===== src/rtl/isa_pkg.sv =====
// ISA definitions shared by the decode stage: opcodes, instruction field
// positions and the decoded-entry types that travel through the stage.
package isa_pkg;

  localparam int INSTR_W = 32;

  localparam logic [5:0] OP_RTYPE = 6'h00;
  localparam logic [5:0] OP_ADDI  = 6'h01;
  localparam logic [5:0] OP_COMPI = 6'h02;
  localparam logic [5:0] OP_LW    = 6'h03;
  localparam logic [5:0] OP_SW    = 6'h04;
  localparam logic [5:0] OP_BZ    = 6'h05;
  localparam logic [5:0] OP_BNZ   = 6'h06;
  localparam logic [5:0] OP_BLTZ  = 6'h07;
  localparam logic [5:0] OP_BGTZ  = 6'h08;
  localparam logic [5:0] OP_JUMP  = 6'h09;

  localparam int OPCODE_MSB = 31;
  localparam int OPCODE_LSB = 26;
  localparam int RS_MSB     = 25;
  localparam int RS_LSB     = 21;
  localparam int RT_MSB     = 20;
  localparam int RT_LSB     = 16;
  localparam int SHAMT_MSB  = 15;
  localparam int SHAMT_LSB  = 11;
  localparam int FUNCT_MSB  = 4;
  localparam int FUNCT_LSB  = 0;
  localparam int IMM_MSB    = 15;
  localparam int IMM_LSB    = 0;
  localparam int TARGET_MSB = 25;
  localparam int TARGET_LSB = 0;

  typedef struct packed {
    logic [5:0]  opcode;
    logic [4:0]  rs;
    logic [4:0]  rt;
    logic [4:0]  shamt;
    logic [4:0]  funct;
    logic [15:0] imm16;
    logic [25:0] target;
  } fields_t;

  // Flags are resolved once at storage-write time and carried with the fields.
  typedef struct packed {
    fields_t fields;
    logic    is_imm;
    logic    is_jump;
  } entry_t;

  function automatic logic opcode_is_imm(input logic [5:0] op);
    case (op)
      OP_ADDI, OP_COMPI, OP_LW, OP_SW,
      OP_BZ, OP_BNZ, OP_BLTZ, OP_BGTZ: return 1'b1;
      OP_RTYPE, OP_JUMP:               return 1'b0;
      default:                         return 1'b0;
    endcase
  endfunction

endpackage


===== src/rtl/id_decode_stage_if.sv =====
// Fetch-side and execute-side handshake bundle of the decode stage.
// master = the fetch/execute environment, slave = the decode stage itself.
interface id_decode_stage_if
  import isa_pkg::*;
#(
  parameter int PC_W = 32
);

  logic               in_valid;
  logic               in_ready;
  logic [INSTR_W-1:0] in_instr;
  logic [PC_W-1:0]    in_pc;

  logic               out_valid;
  logic               out_ready;
  logic [PC_W-1:0]    out_pc;
  logic [5:0]         out_opcode;
  logic [4:0]         out_rs;
  logic [4:0]         out_rt;
  logic [4:0]         out_shamt;
  logic [4:0]         out_funct;
  logic [15:0]        out_imm16;
  logic [25:0]        out_target;
  logic               out_is_imm;
  logic               out_is_jump;

  modport master (
    output in_valid, in_instr, in_pc, out_ready,
    input  in_ready, out_valid, out_pc, out_opcode, out_rs, out_rt,
           out_shamt, out_funct, out_imm16, out_target, out_is_imm, out_is_jump
  );

  modport slave (
    input  in_valid, in_instr, in_pc, out_ready,
    output in_ready, out_valid, out_pc, out_opcode, out_rs, out_rt,
           out_shamt, out_funct, out_imm16, out_target, out_is_imm, out_is_jump
  );

endinterface


===== src/rtl/id_field_decode.sv =====
// Purely combinational split of an instruction word into its fields plus
// the immediate-class and jump flags.
module id_field_decode
  import isa_pkg::*;
(
  input  logic [INSTR_W-1:0] instr,
  output fields_t            fields,
  output logic               is_imm,
  output logic               is_jump
);

  always_comb begin
    fields        = '0;
    fields.opcode = instr[OPCODE_MSB:OPCODE_LSB];
    fields.rs     = instr[RS_MSB:RS_LSB];
    fields.rt     = instr[RT_MSB:RT_LSB];
    fields.shamt  = instr[SHAMT_MSB:SHAMT_LSB];
    fields.funct  = instr[FUNCT_MSB:FUNCT_LSB];
    fields.imm16  = instr[IMM_MSB:IMM_LSB];
    fields.target = instr[TARGET_MSB:TARGET_LSB];
    is_imm        = opcode_is_imm(fields.opcode);
    is_jump       = (fields.opcode == OP_JUMP);
  end

endmodule


===== src/rtl/id_decode_stage.sv =====
// Decode stage: 2-entry skid buffer (skid -> main) between fetch and execute,
// with per-entry field decode and a wrapping issued-instruction counter.
module id_decode_stage
  import isa_pkg::*;
#(
  parameter int PC_W  = 32,
  parameter int CNT_W = 16
)(
  input  logic             clk,
  input  logic             rst,
  input  logic             flush,
  id_decode_stage_if.slave bus,
  output logic [CNT_W-1:0] issue_cnt
);

  entry_t          in_entry;
  fields_t         dec_fields;
  logic            dec_is_imm;
  logic            dec_is_jump;

  entry_t          skid_entry_p0;
  logic [PC_W-1:0] skid_pc_p0;
  logic            skid_vld_p0;

  entry_t          main_entry_p1;
  logic [PC_W-1:0] main_pc_p1;
  logic            main_vld_p1;

  logic [CNT_W-1:0] cnt;

  logic in_xfer;
  logic out_xfer;
  logic main_free;

  // Both storage write points take the same freshly decoded input entry.
  id_field_decode u_field_decode (
    .instr   (bus.in_instr),
    .fields  (dec_fields),
    .is_imm  (dec_is_imm),
    .is_jump (dec_is_jump)
  );

  always_comb begin
    in_entry         = '0;
    in_entry.fields  = dec_fields;
    in_entry.is_imm  = dec_is_imm;
    in_entry.is_jump = dec_is_jump;
  end

  // Ready comes straight from a flop so out_ready never reaches in_ready.
  assign bus.in_ready = !skid_vld_p0;
  assign in_xfer      = bus.in_valid && !skid_vld_p0;
  assign out_xfer     = main_vld_p1 && bus.out_ready;
  assign main_free    = !main_vld_p1 || bus.out_ready;

  // Stage p0 -> p1: valid bits and issue counter
  always_ff @(posedge clk or negedge rst) begin
    if (!rst) begin
      main_vld_p1 <= 1'b0;
      skid_vld_p0 <= 1'b0;
      cnt         <= '0;
    end else begin
      if (out_xfer) begin
        cnt <= cnt + CNT_W'(1);
      end
      if (flush) begin
        main_vld_p1 <= 1'b0;
        skid_vld_p0 <= 1'b0;
      end else if (main_free) begin
        main_vld_p1 <= skid_vld_p0 || in_xfer;
        skid_vld_p0 <= 1'b0;
      end else if (in_xfer) begin
        skid_vld_p0 <= 1'b1;
      end
    end
  end

  // Stage p0 -> p1: entry payloads (held unchanged whenever not written)
  always_ff @(posedge clk or negedge rst) begin
    if (!rst) begin
      main_entry_p1 <= '0;
      main_pc_p1    <= '0;
      skid_entry_p0 <= '0;
      skid_pc_p0    <= '0;
    end else if (!flush) begin
      if (main_free) begin
        if (skid_vld_p0) begin
          main_entry_p1 <= skid_entry_p0;
          main_pc_p1    <= skid_pc_p0;
        end else if (in_xfer) begin
          main_entry_p1 <= in_entry;
          main_pc_p1    <= bus.in_pc;
        end
      end else if (in_xfer) begin
        skid_entry_p0 <= in_entry;
        skid_pc_p0    <= bus.in_pc;
      end
    end
  end

  assign bus.out_valid   = main_vld_p1;
  assign bus.out_pc      = main_pc_p1;
  assign bus.out_opcode  = main_entry_p1.fields.opcode;
  assign bus.out_rs      = main_entry_p1.fields.rs;
  assign bus.out_rt      = main_entry_p1.fields.rt;
  assign bus.out_shamt   = main_entry_p1.fields.shamt;
  assign bus.out_funct   = main_entry_p1.fields.funct;
  assign bus.out_imm16   = main_entry_p1.fields.imm16;
  assign bus.out_target  = main_entry_p1.fields.target;
  assign bus.out_is_imm  = main_entry_p1.is_imm;
  assign bus.out_is_jump = main_entry_p1.is_jump;
  assign issue_cnt       = cnt;

endmodule


===== src/flat_wrapper.sv =====
// flat-port wrapper written by rule: the top's interface ports become plain ports
module id_decode_stage_flat import isa_pkg::*;
#(
  parameter int PC_W  = 32,
  parameter int CNT_W = 16
)
  (clk, rst, flush, issue_cnt, bus_in_valid, bus_in_instr, bus_in_pc, bus_out_ready, bus_in_ready, bus_out_valid, bus_out_pc, bus_out_opcode, bus_out_rs, bus_out_rt, bus_out_shamt, bus_out_funct, bus_out_imm16, bus_out_target, bus_out_is_imm, bus_out_is_jump);
  id_decode_stage_if #(.PC_W(PC_W)) bus_i ();
  input  logic clk;
  input  logic rst;
  input  logic flush;
  output logic [CNT_W-1:0] issue_cnt;
  input wire logic [$bits(bus_i.in_valid)-1:0] bus_in_valid;
  input wire logic [$bits(bus_i.in_instr)-1:0] bus_in_instr;
  input wire logic [$bits(bus_i.in_pc)-1:0] bus_in_pc;
  input wire logic [$bits(bus_i.out_ready)-1:0] bus_out_ready;
  output wire logic [$bits(bus_i.in_ready)-1:0] bus_in_ready;
  output wire logic [$bits(bus_i.out_valid)-1:0] bus_out_valid;
  output wire logic [$bits(bus_i.out_pc)-1:0] bus_out_pc;
  output wire logic [$bits(bus_i.out_opcode)-1:0] bus_out_opcode;
  output wire logic [$bits(bus_i.out_rs)-1:0] bus_out_rs;
  output wire logic [$bits(bus_i.out_rt)-1:0] bus_out_rt;
  output wire logic [$bits(bus_i.out_shamt)-1:0] bus_out_shamt;
  output wire logic [$bits(bus_i.out_funct)-1:0] bus_out_funct;
  output wire logic [$bits(bus_i.out_imm16)-1:0] bus_out_imm16;
  output wire logic [$bits(bus_i.out_target)-1:0] bus_out_target;
  output wire logic [$bits(bus_i.out_is_imm)-1:0] bus_out_is_imm;
  output wire logic [$bits(bus_i.out_is_jump)-1:0] bus_out_is_jump;
  assign bus_i.in_valid = bus_in_valid;
  assign bus_i.in_instr = bus_in_instr;
  assign bus_i.in_pc = bus_in_pc;
  assign bus_i.out_ready = bus_out_ready;
  assign bus_in_ready = bus_i.in_ready;
  assign bus_out_valid = bus_i.out_valid;
  assign bus_out_pc = bus_i.out_pc;
  assign bus_out_opcode = bus_i.out_opcode;
  assign bus_out_rs = bus_i.out_rs;
  assign bus_out_rt = bus_i.out_rt;
  assign bus_out_shamt = bus_i.out_shamt;
  assign bus_out_funct = bus_i.out_funct;
  assign bus_out_imm16 = bus_i.out_imm16;
  assign bus_out_target = bus_i.out_target;
  assign bus_out_is_imm = bus_i.out_is_imm;
  assign bus_out_is_jump = bus_i.out_is_jump;
  id_decode_stage #(.PC_W(PC_W), .CNT_W(CNT_W)) u_core (.clk(clk), .rst(rst), .flush(flush), .bus(bus_i), .issue_cnt(issue_cnt));
endmodule

===== config.mk =====
export PLATFORM = sky130hd
export DESIGN_NAME = id_decode_stage_flat
export DESIGN_NICKNAME = d
export VERILOG_FILES = /design/src/rtl/isa_pkg.sv /design/src/rtl/id_decode_stage_if.sv /design/src/rtl/id_field_decode.sv /design/src/rtl/id_decode_stage.sv /design/src/flat_wrapper.sv
export SDC_FILE = /design/constraint.sdc
export NUM_CORES = 1
export LEC_CHECK = 0
export CORE_MARGIN = 2
export CORE_UTILIZATION = 59
export CTS_CLUSTER_DIAMETER = 150
export DETAILED_ROUTE_END_ITERATION = 16
export DONT_BUFFER_PORTS = 1
export PLACE_DENSITY = 0.82
export SYNTH_ARGS = -nofsm -noshare
export SYNTH_HDL_FRONTEND = slang
export SYNTH_HIERARCHICAL = 1
export SYNTH_SLANG_ARGS = --single-unit

===== constraint.sdc =====
create_clock -name clk -period 1.4 [get_ports clk]
set_input_delay 0.28 -clock clk [delete_from_list [all_inputs] [get_ports clk]]
set_output_delay 0.28 -clock clk [all_outputs]
set_load 0.005 [all_outputs]

==> metrics.md, run 1 <==
| Metric | Value |
|---|---|
| Status | `finished, violations left` |
| Failing checks | `hold timing, setup timing` |
| Maximum vdd drop | `0.001011 V` |
| Final wirelength | `roughly 26000 um` |
| CP arrival | `about 2000 ps` |
| Die height | `134.8 um` |
| Drt via density | `between 5 and 6` |
| Syn_nets | `a little under 900` |
| Routed length per instance | `23.61 um` |
| Slew Viols, Final | `0` |
| Reg2Reg Depth | `6` |
| Clock Latency Late Sink | `510 ps` |
| First DRT Iteration DRCs | `369` |
| Main flop type after synthesis | `dfrtp_1` |
| DP Wirelength | `between 10000 and 15000 um` |
| CP dominant cell by count | `buf_12` |
| Part of the cycle the worst path needs | `113.2%` |
| FMAX | `631.0 MHz` |
| Remaining DRCs | `0` |
| Gr usage total | `between 20% and 30%` |
| Asr flop ratio synth | `100.0%` |
| Finished Core Util | `about three quarters` |
| Reg clk slew, reported paths | `60 ps` |
| Clock sink total | `222` |
| FF-to-FF Start | `u_core/bus.out_valid` |
| Yosys warnings | `6` |
| CP max-delay cell | `dfrtp_1` |
| Drt pass-1 iters | `5` |
| Start point of the critical path | `u_core/bus.out_valid` |
| Hold Fails Final Rpt | `222` |
| Number of routed nets with antenna violations | `0` |
| Seq cells post-synth | `222` |
| I/O pin count | `189` |
| Filler instances | `1005` |
| Sequential area share after synthesis | `between 50% and 60%` |
| Worst Tran Pin Value | `560.9 ps` |
| Synth top area cells | `dfrtp_1 55%, mux2_4 12%, mux2i_1 10%` |
| Core ar. | `16640 um^2` |
| Hold_ws | `-531.0 ps` |
| Vias post-DR | `6388` |
| Cell Rows | `47` |
| Pwr/cell area | `1466 nW/um^2` |
| Netlist cell types | `29` |
| CTS tree | `done` |
| Layout area overhead | `23.02%` |
| Area post-placement | `10050 um^2` |
| Cells after synthesis | `799` |
| Max-cap violations | `0` |
| Post-route minimum period | `approximately 1600 ps` |
| Area leader, netlist | `dfrtp_1` |
| Vias in the first global route | `6556` |
| Placed cell count | `945` |
| CTS buffer count | `24` |
| Design Area, Final | `12420 um^2` |
| Max H-tree Level | `1` |
| Final GP Congestion | `a little over 0.8` |
| RSZ-0062 raised after global routing | `yes` |
| Root buffer cell | `clkbuf_16` |
| Post-synth top area share | `55.00%` |
| Initial Utilization | `60.69%` |
| Hold Crit Class | `primary input to async pin` |
| IO buf count | `0` |
| Worst setup EP type | `flip-flop` |
| Count leader, synth | `dfrtp_1` |
| P_leak | `0.005425 uW` |
| Total Nets Final | `917` |
| WS Path Type | `flip-flop to flip-flop` |
| Worst-case clock buffer depth | `3` |
| First-pass GRT wire length | `between 30000 and 40000 um` |
| Worst path cell trace | `nand2b_1 > nor2_2 > nand3_4 > buf_12 > buf_12 > mux2_4` |
| Synth top cells by count | `222 x dfrtp_1, 106 x nor2_1, 103 x a21oi_1, 102 x mux2i_1, 80 x mux2_4` |
| Number of synthesized flops with an enable pin | `0` |
| Share of cells above drive strength 1 | `30.48%` |
| Worst-path maximum fanout | `16` |
| Synth Area per Inst | `12.64 um^2` |
| Gr ovfl total | `0` |
| Skew final | `~14 ps` |
| Max-slew headroom | `62.61%` |
| CP bufs+invs | `2` |
| Die area | `18180 um^2` |
| Crit. path cell count | `6` |
| Crit-path leading delay family | `flip-flops` |
| Largest net degree at the start of global routing | `223` |
| Worst slack at placement | `-102.8 ps` |
| Slowest cell delay on critical path | `420 ps` |
| Crit start category | `flip-flop` |
| Chip Width | `134.8 um` |
| CP required | `~1800 ps` |
| Final setup viols | `between 200 and 250` |
| Post-route insts no fill | `1085` |
| Mapped cell area | `10100 um^2` |
| Initial antenna violation count | `2` |
| Final worst setup slack | `-184.7 ps` |
[logic make-up after synthesis]
| group | after synthesis | share of synthesized area, % |
|---|---|---|
| DFF | 222 | 55.00 |
| AOI/OAI and AO/OA | 104 | 5.191 |
| and+or+nand+nor | 137 | 5.947 |
| muxes | 205 | 24.57 |
| adders and majority gates | 1 | 0.1239 |
| xor gates and xnor gates | 15 | 1.301 |
| buffers and inverters | 115 | 7.867 |
[sequential cells by signal (all words and copies together) (netlist names), 6 cells and up]
register,cells
u_core/bus.out_opcode,6
u_core/skid_entry_p0,70
u_core/bus.out_imm16,16
u_core/bus.out_pc,32
u_core/issue_cnt,16
u_core/bus.out_target,26
u_core/skid_pc_p0,32
[report_power, final]
part	internal, uW	switching [uW]	leakage (uW)
combinational	1860	1170	0.00242
sequential	7730	1080	0.00261
clock	3870	2510	0.000394
total	13500	4760	0.00543
[worst paths after layout]
| kind | slack, ps | endpoint |
|---|---|---|
| hold / removal | -530 | u_core/bus.out_imm16[13] |
| setup / recovery | -180 | u_core/skid_pc_p0[16] |
| min in group clk | 10 | u_core/bus.out_pc[20] |
| max in group asynchronous | 1440 | u_core/bus.out_rt[2] |
| hold reg to reg | 510 | u_core/skid_entry_p0[59] |
| setup reg to reg | -180 | u_core/skid_pc_p0[16] |
[cell usage in the layout, fill, tap and decap left out, drive strengths merged]
cell type    Yosys  routed
nor2           106     106
o31a             1       1
dlygate4sd3      0      67
nand2            6       6
inv              2       3
nand2b           1       1
nand4            4       4
a21oi          103     103
diode            0       2
clkinv           0       1
and3             3       3
xnor2           10      10
xor2             5       5
bufinv           0       1
buf            109      53
clkinvlp         0       1
nor4             4       4
and2             1       1
clkbuf           4      53
and4             1       1
nor2b            1       1
ha               1       1
mux2           103     103
nor3             4       4
mux2i          102     102
dfrtp          222     222
nand3            6       6
[layer usage]
layer | GRT usage (%) | wire length (um) | part of all wire [%] | vias up
met5 | 0 | 0 | 0 | -
met4 | 6.199 | 655 | 2.6 | 0
met3 | 6.907 | 1802 | 7.0 | 53
met2 | 40.61 | 13150 | 51 | 230
met1 | 29.66 | 10010 | 39 | 3317
li1 | - | - | - | 2788
[worst register-to-register path, cell delays in order, from the launching register on]
cell and delay, ps:
dfrtp_1 420, nand2b_1 140, nor2_2 60, nand3_4 80, buf_12 190, buf_12 210
mux2_4 340
[final cells by class]
cell class	instances	area [um^2]	area share (%)
clock inverter	4	51.30	0.4129
tap	220	275.3	2.216
clock buffer	38	754.5	6.073
antenna	2	5.005	0.04028
inverter	2	10.01	0.08056
timing repair buffer	135	1738	13.99
sequential	222	5559	44.74
multi-input combinational	462	4031	32.45
[metrics by stage]
stage / TNS, ps / total power, uW
floorplan: -1146 / 10460
global placement: -2724 / 10850
detailed placement: -11280 / 11100
CTS: -17140 / 17670
global route: -29710 / 18850
finish: -22630 / 18220
[timing repair]
item,4_1_cts,5_1_grt
hold buffers,65,2
cloned,0,21
buffers inserted,2,7
hold endpoints to repair,379,224
pin swaps,1,5
setup endpoints to repair,208,215
gates resized for setup,8,87
(Power assumes the default switching activity.)
==> run 2, diff against run 1 <==
Settings changed: CTS_CLUSTER_DIAMETER 150 to 50.
==> metrics.md, run 2 (synthesis results as in run 1) <==
| Metric | Value |
|---|---|
| Drt via density | `6.041 (+2.6%)` |
| Remaining DRCs | `0 (unchanged)` |
| # hold bufs at CTS | `66 (+1.5%)` |
| P_leak | `0.005517 uW (+1.7%)` |
| Hold Crit Class | `primary input to async pin` |
| Die area | `18180 um^2 (unchanged)` |
| Area post-placement | `10050 um^2 (unchanged)` |
| Largest Register | `u_core/skid_entry_p0` |
| Hold_ws | `-527.4 ps (+3.566 ps)` |
| RSZ-0062 raised after global routing | `yes` |
| Pwr/cell area | `1446 nW/um^2 (-1.4%)` |
| Hold Fails Final Rpt | `222 (unchanged)` |
| First DRT Iteration DRCs | `410 (+11%)` |
| WS Path Type | `flip-flop to flip-flop` |
| Number of routed nets with antenna violations | `0 (unchanged)` |
| Worst-path maximum fanout | `32 (+16)` |
| Reg clk slew, reported paths | `60 ps (about the same)` |
| Max reg flops | `70 (unchanged)` |
| Core ar. | `16640 um^2 (unchanged)` |
| CTS buffer count | `25 (+4.2%)` |
| Maximum vdd drop | `0.001197 V (+18%)` |
| Clock sink total | `222 (unchanged)` |
| DP Wirelength | `13280 um (unchanged)` |
| IO buf count | `0 (unchanged)` |
| Gr ovfl total | `0 (unchanged)` |
| Most frequent cells in the layout | `221 x dfrtp_1, 99 x mux2i_1, 81 x mux2_4, 79 x nor2_1, 69 x a21oi_2` |
| Max H-tree Level | `1 (unchanged)` |
| Layout area overhead | `27.13%` |
| Part of the cycle the worst path needs | `121.5% (+8.4 points)` |
| Final wirelength | `26820 um (+4.7%)` |
| Slowest cell delay on critical path | `410 ps (about the same)` |
| Skew final | `23.36 ps (+8.945 ps)` |
| Post-route minimum period | `1702 ps (+117.0 ps)` |
| Clock Latency Late Sink | `510 ps (about the same)` |
| Worst setup EP type | `flip-flop` |
| Slew Viols, Final | `0 (unchanged)` |
| Vias in the first global route | `7011 (+6.9%)` |
| Drt pass-1 iters | `5 (unchanged)` |
| Worst-case clock buffer depth | `3 (unchanged)` |
| Status | `finished, violations left` |
| Worst Tran Pin Value | `558.9 ps (-1.950 ps)` |
| Routed length per instance | `24.59 um (+4.1%)` |
| FMAX | `587.7 MHz (-6.9%)` |
| Power consumption | `18570 uW (+1.9%)` |
| Root buffer cell | `clkbuf_16` |
| I/O pin count | `189 (unchanged)` |
| Vias post-DR | `6591 (+3.2%)` |
| Initial antenna violation count | `2 (unchanged)` |
| Design Area, Final | `12840 um^2 (+3.3%)` |
| Final worst setup slack | `-301.6 ps (-117.0 ps)` |
| Die height | `134.8 um (unchanged)` |
| Crit start category | `flip-flop` |
| TNS Setup | `-26840 ps (-4212 ps)` |
| Final setup viols | `214 (+2.4%)` |
| First-pass GRT wire length | `38710 um (+12%)` |
| CP bufs+invs | `2 (unchanged)` |
| Largest net degree at the start of global routing | `223 (unchanged)` |
| Worst slack at placement | `-102.8 ps (unchanged)` |
| Max-cap violations | `0 (unchanged)` |
| CP arrival | `2090 ps (+120 ps)` |
| CP required | `1790 ps (about the same)` |
| Gr usage total | `27.00% (+3.3 points)` |
| Share of cells above drive strength 1 | `38.59% (+8.1 points)` |
| Max-slew headroom | `62.74% (+0.13 points)` |
| CP max-delay cell | `dfrtp_1` |
| Final GP Congestion | `0.8112 (unchanged)` |
| CTS tree | `done` |
| Total Nets Final | `922 (+0.55%)` |
| Crit-path leading delay family | `simple AND/OR/NAND/NOR gates` |
| Worst path cell trace | `nor2b_4 > nor3_4 > buf_6 > buf_12 > nor2_1 > a21oi_1` |
| Chip Width | `134.8 um (unchanged)` |
| Failing checks | `hold timing, setup timing` |
| Initial Utilization | `60.69% (unchanged)` |
| Cell Rows | `47 (unchanged)` |
| Commonest non-fill, non-tap cell in the layout | `dfrtp_1` |
==> run 2: cell types whose count changed in the layout (fill, tap and decap cells not counted), moves of 8 or more <==
| cell | before | now |
|---|---|---|
| nor2_4 | 19 | 10 |
| nor2_2 | 3 | 17 |
| buf_16 | 3 | 12 |
| a21oi_2 | 21 | 69 |
| clkbuf_16 | 40 | 30 |
| a21oi_1 | 82 | 26 |
| a21oi_4 | 0 | 8 |
==> run 2: cell type report <==
class	instances	area [um^2]
Sequential cell	222	5559
Inverter	2	10.01
Fill cell	902	3802
Tap cell	220	275.3
Clock inverter	8	102.6
Multi-Input combinational cell	462	4303
Antenna cell	3	7.507
Clock buffer	35	703.2
Timing Repair Buffer	139	1879
==> run 2: layer usage <==
layer / track usage, % / part of all wire (%) / vias to the layer above
li1: - / - / 2798
met1: 33.49 / 38 / 3430
met2: 46.93 / 52 / 297
met3: 7.432 / 7.6 / 66
met4: 6.959 / 2.7 / 0
met5: 0 / 0 / -
==> run 2: what timing repair did <==
action                                  in CTS  in global routing
gates cloned                                14                  6
endpoints found under the setup margin     208                221
resized for setup                           44                131
hold endpoints to repair                   380                222
pin swaps                                    2                  6
buffers inserted                            12                  5
==> run 2: final timing paths <==
path | slack (ps) | start | depth (start not counted) | end
setup / recovery | -300 | u_core/bus.out_valid | 6 | u_core/bus.out_pc[31]
hold / removal | -530 | rst | 0 | u_core/bus.out_imm16[13]
setup reg to reg | -300 | u_core/bus.out_valid | 6 | u_core/bus.out_pc[31]
hold reg to reg | 510 | u_core/skid_entry_p0[27] | 1 | u_core/skid_entry_p0[27]
max in group asynchronous | 1430 | rst | 0 | u_core/skid_entry_p0[23]
min in group clk | 10 | bus_in_instr[27] | 2 | u_core/bus.out_opcode[1]
==> run 2: per-stage QoR <==
stage	instances	utilization [%]
global route	1090	77.14
global placement	945	60.37
floorplan	799	-
detailed placement	945	60.37
CTS	1079	73.11
finish	1091	77.15
==> run 2: where the power goes <==
group / internal (uW) / leakage, uW / switching [uW]
clock network: 3870 / 0.000395 / 2580
registers: 7730 / 0.00261 / 1110
logic: 1960 / 0.00251 / 1310
==> run 3, diff against run 2 <==
Settings changed: CORE_UTILIZATION 59 to 48, DONT_BUFFER_PORTS 1 to default, PLACE_DENSITY 0.82 to 0.81.
==> metrics.md, run 3 (synthesis results as in run 1) <==
| Metric | Value |
|---|---|
| CP bufs+invs | `4 (+2)` |
| Gr usage total | `20.34% (-6.7 points)` |
| CP max-delay cell | `dfrtp_1` |
| Worst setup EP type | `flip-flop` |
| Total Nets Final | `1136 (+23%)` |
| Max-slew headroom | `72.04% (+9.3 points)` |
| I/O pin count | `189 (unchanged)` |
| Initial Utilization | `48.50% (-12 points)` |
| Max H-tree Level | `1 (unchanged)` |
| First DRT Iteration DRCs | `321 (-22%)` |
| Part of the cycle the worst path needs | `117.4% (-4.1 points)` |
| Vias post-DR | `7234 (+9.8%)` |
| Initial antenna violation count | `1 (-1)` |
| Slowest cell delay on critical path | `400 ps (about the same)` |
| Final worst setup slack | `-244.2 ps (+57.44 ps)` |
| Skew final | `13.88 ps (-9.483 ps)` |
| Maximum vdd drop | `0.001098 V (-8.2%)` |
| Worst-path maximum fanout | `7 (-78%)` |
| Worst-case clock buffer depth | `3 (unchanged)` |
| CTS buffer count | `24 (-4.0%)` |
| Max reg flops | `70 (unchanged)` |
| Layout area overhead | `46.85%` |
| Failing checks | `setup timing` |
| Die area | `22220 um^2 (+22%)` |
| DP Wirelength | `14330 um (+7.9%)` |
| First-pass GRT wire length | `36480 um (-5.8%)` |
| Final setup viols | `215 (+0.47%)` |
| Routed length per instance | `21.62 um (-12%)` |
| Vias in the first global route | `6905 (-1.5%)` |
| Slew Viols, Final | `0 (unchanged)` |
| Final wirelength | `29390 um (+9.6%)` |
| Commonest non-fill, non-tap cell in the layout | `dfrtp_1` |
| Drt pass-1 iters | `4 (-1)` |
| Remaining DRCs | `0 (unchanged)` |
| Reg2Reg Depth | `8 (+2)` |
| Final GP Congestion | `0.7545 (-7.0%)` |
| Worst Tran Pin Value | `419.5 ps (-139.5 ps)` |
| Antenna fix cells | `0 (-3)` |
| Largest net degree at the start of global routing | `54 (-76%)` |
| Post-route minimum period | `1644 ps (-57.44 ps)` |
| Pwr/cell area | `1359 nW/um^2 (-6.0%)` |
| Largest Register | `u_core/skid_entry_p0` |
| Gr ovfl total | `0 (unchanged)` |
| Hold Crit Class | `primary input to async pin` |
| CP arrival | `2070 ps (-20 ps)` |
| Crit. path cell count | `8 (+2)` |
| P_leak | `0.006608 uW (+20%)` |
| Crit-path leading delay family | `buffers and inverters` |
| TNS Setup | `-36450 ps (-9603 ps)` |
| Clock sink total | `222 (unchanged)` |
| Status | `finished, violations left` |
| Root buffer cell | `clkbuf_16` |
| Drt via density | `5.323 (-12%)` |
| CTS tree | `done` |
| Clock Latency Late Sink | `500 ps (about the same)` |
| WS Path Type | `flip-flop to flip-flop` |
| RSZ-0062 raised after global routing | `yes` |
| Reg clk slew, reported paths | `60 ps (about the same)` |
| Max-cap violations | `0 (unchanged)` |
| Number of routed nets with antenna violations | `0 (unchanged)` |
| Most frequent cells in the layout | `220 x dfrtp_1, 94 x mux2i_1, 93 x buf_4, 80 x mux2_4, 67 x clkdlybuf4s50_1` |
| IO buf count | `188 (+188)` |
| Chip Width | `149.1 um (+11%)` |
| Share of cells above drive strength 1 | `51.75% (+13 points)` |
| Setup slack, reg-to-reg | `-240 ps (+60 ps)` |
| Die height | `149.1 um (+11%)` |
| Placed cell count | `1198 (+27%)` |
| Crit start category | `flip-flop` |
| Worst path cell trace | `buf_6 > nor2b_4 > nor3_4 > buf_12 > buf_16 > clkbuf_16 > nor2_4 > a21oi_2` |
| CP required | `1820 ps (+30 ps)` |
| Post-route insts no fill | `1359 (+25%)` |
| FMAX | `608.2 MHz (+3.5%)` |
| Core ar. | `20820 um^2 (+25%)` |
| Hold Fails Final Rpt | `0 (-100%)` |
| Cell Rows | `53 (+13%)` |
run 3: power breakdown:
group          total [uW]  switching (uW)  internal (uW)
combinational        4820            1930           2890
sequential           8670             942           7730
clock                6670            2670           4000
run 3: path summary, 6_finish.rpt:
check,from,to
worst max-delay path,u_core/bus.out_valid,u_core/bus.out_target[14]
worst min-delay path,rst,u_core/skid_entry_p0[36]
worst max register to register,u_core/bus.out_valid,u_core/bus.out_target[14]
worst min register to register,u_core/issue_cnt[13],u_core/issue_cnt[13]
max in group asynchronous,rst,u_core/bus.out_pc[28]
min in group clk,bus_in_pc[28],u_core/skid_pc_p0[28]
run 3: cell type report:
type,count,area (um^2)
Fill cell,1366,5991
Sequential cell,222,5560
Multi-Input combinational cell,462,4518
Timing Repair Buffer,354,3560
Clock buffer,29,670.6
Tap cell,275,344.1
Clock inverter,15,168.9
Inverter,2,10.01
run 3: worst reg2reg max path, stage by stage (launching register included):
cell and delay (ps):
dfrtp_1 400, buf_6 120, nor2b_4 130, nor3_4 220
buf_12 170, buf_16 150, clkbuf_16 200, nor2_4 50
a21oi_2 130
run 3: stage by stage:
stage                     utilization [%]  setup WS [ps]  area, um^2  hold WS (ps)  power, uW
after CTS                           64.19         -173.6       13370         288.1      19090
after global routing                71.23         -317.0       14830         306.7      21000
after detailed placement            58.30         -601.1       12140         223.1      12440
after floorplan                         -         -14.32       10100        -15.59      10460
final                               71.23         -244.2       14830         286.6      20160
after global placement              58.30         -573.3       12140         221.7      12270
run 3: repair_timing:
action,in CTS,in global routing
gates cloned,2,30
resized for setup,348,278
hold endpoints to repair,35,0
setup buffers,49,35
hold buffers,1,0
pin swaps,2,6
setup endpoints to repair,302,275
run 3: metal layers:
metal	global-route usage, %	routed length, um	up-vias
met1	28.55	12400	3706
met3	4.648	1708	56
met5	0	13	-
met2	32.60	14620	234
li1	-	-	3236
met4	4.333	648	2
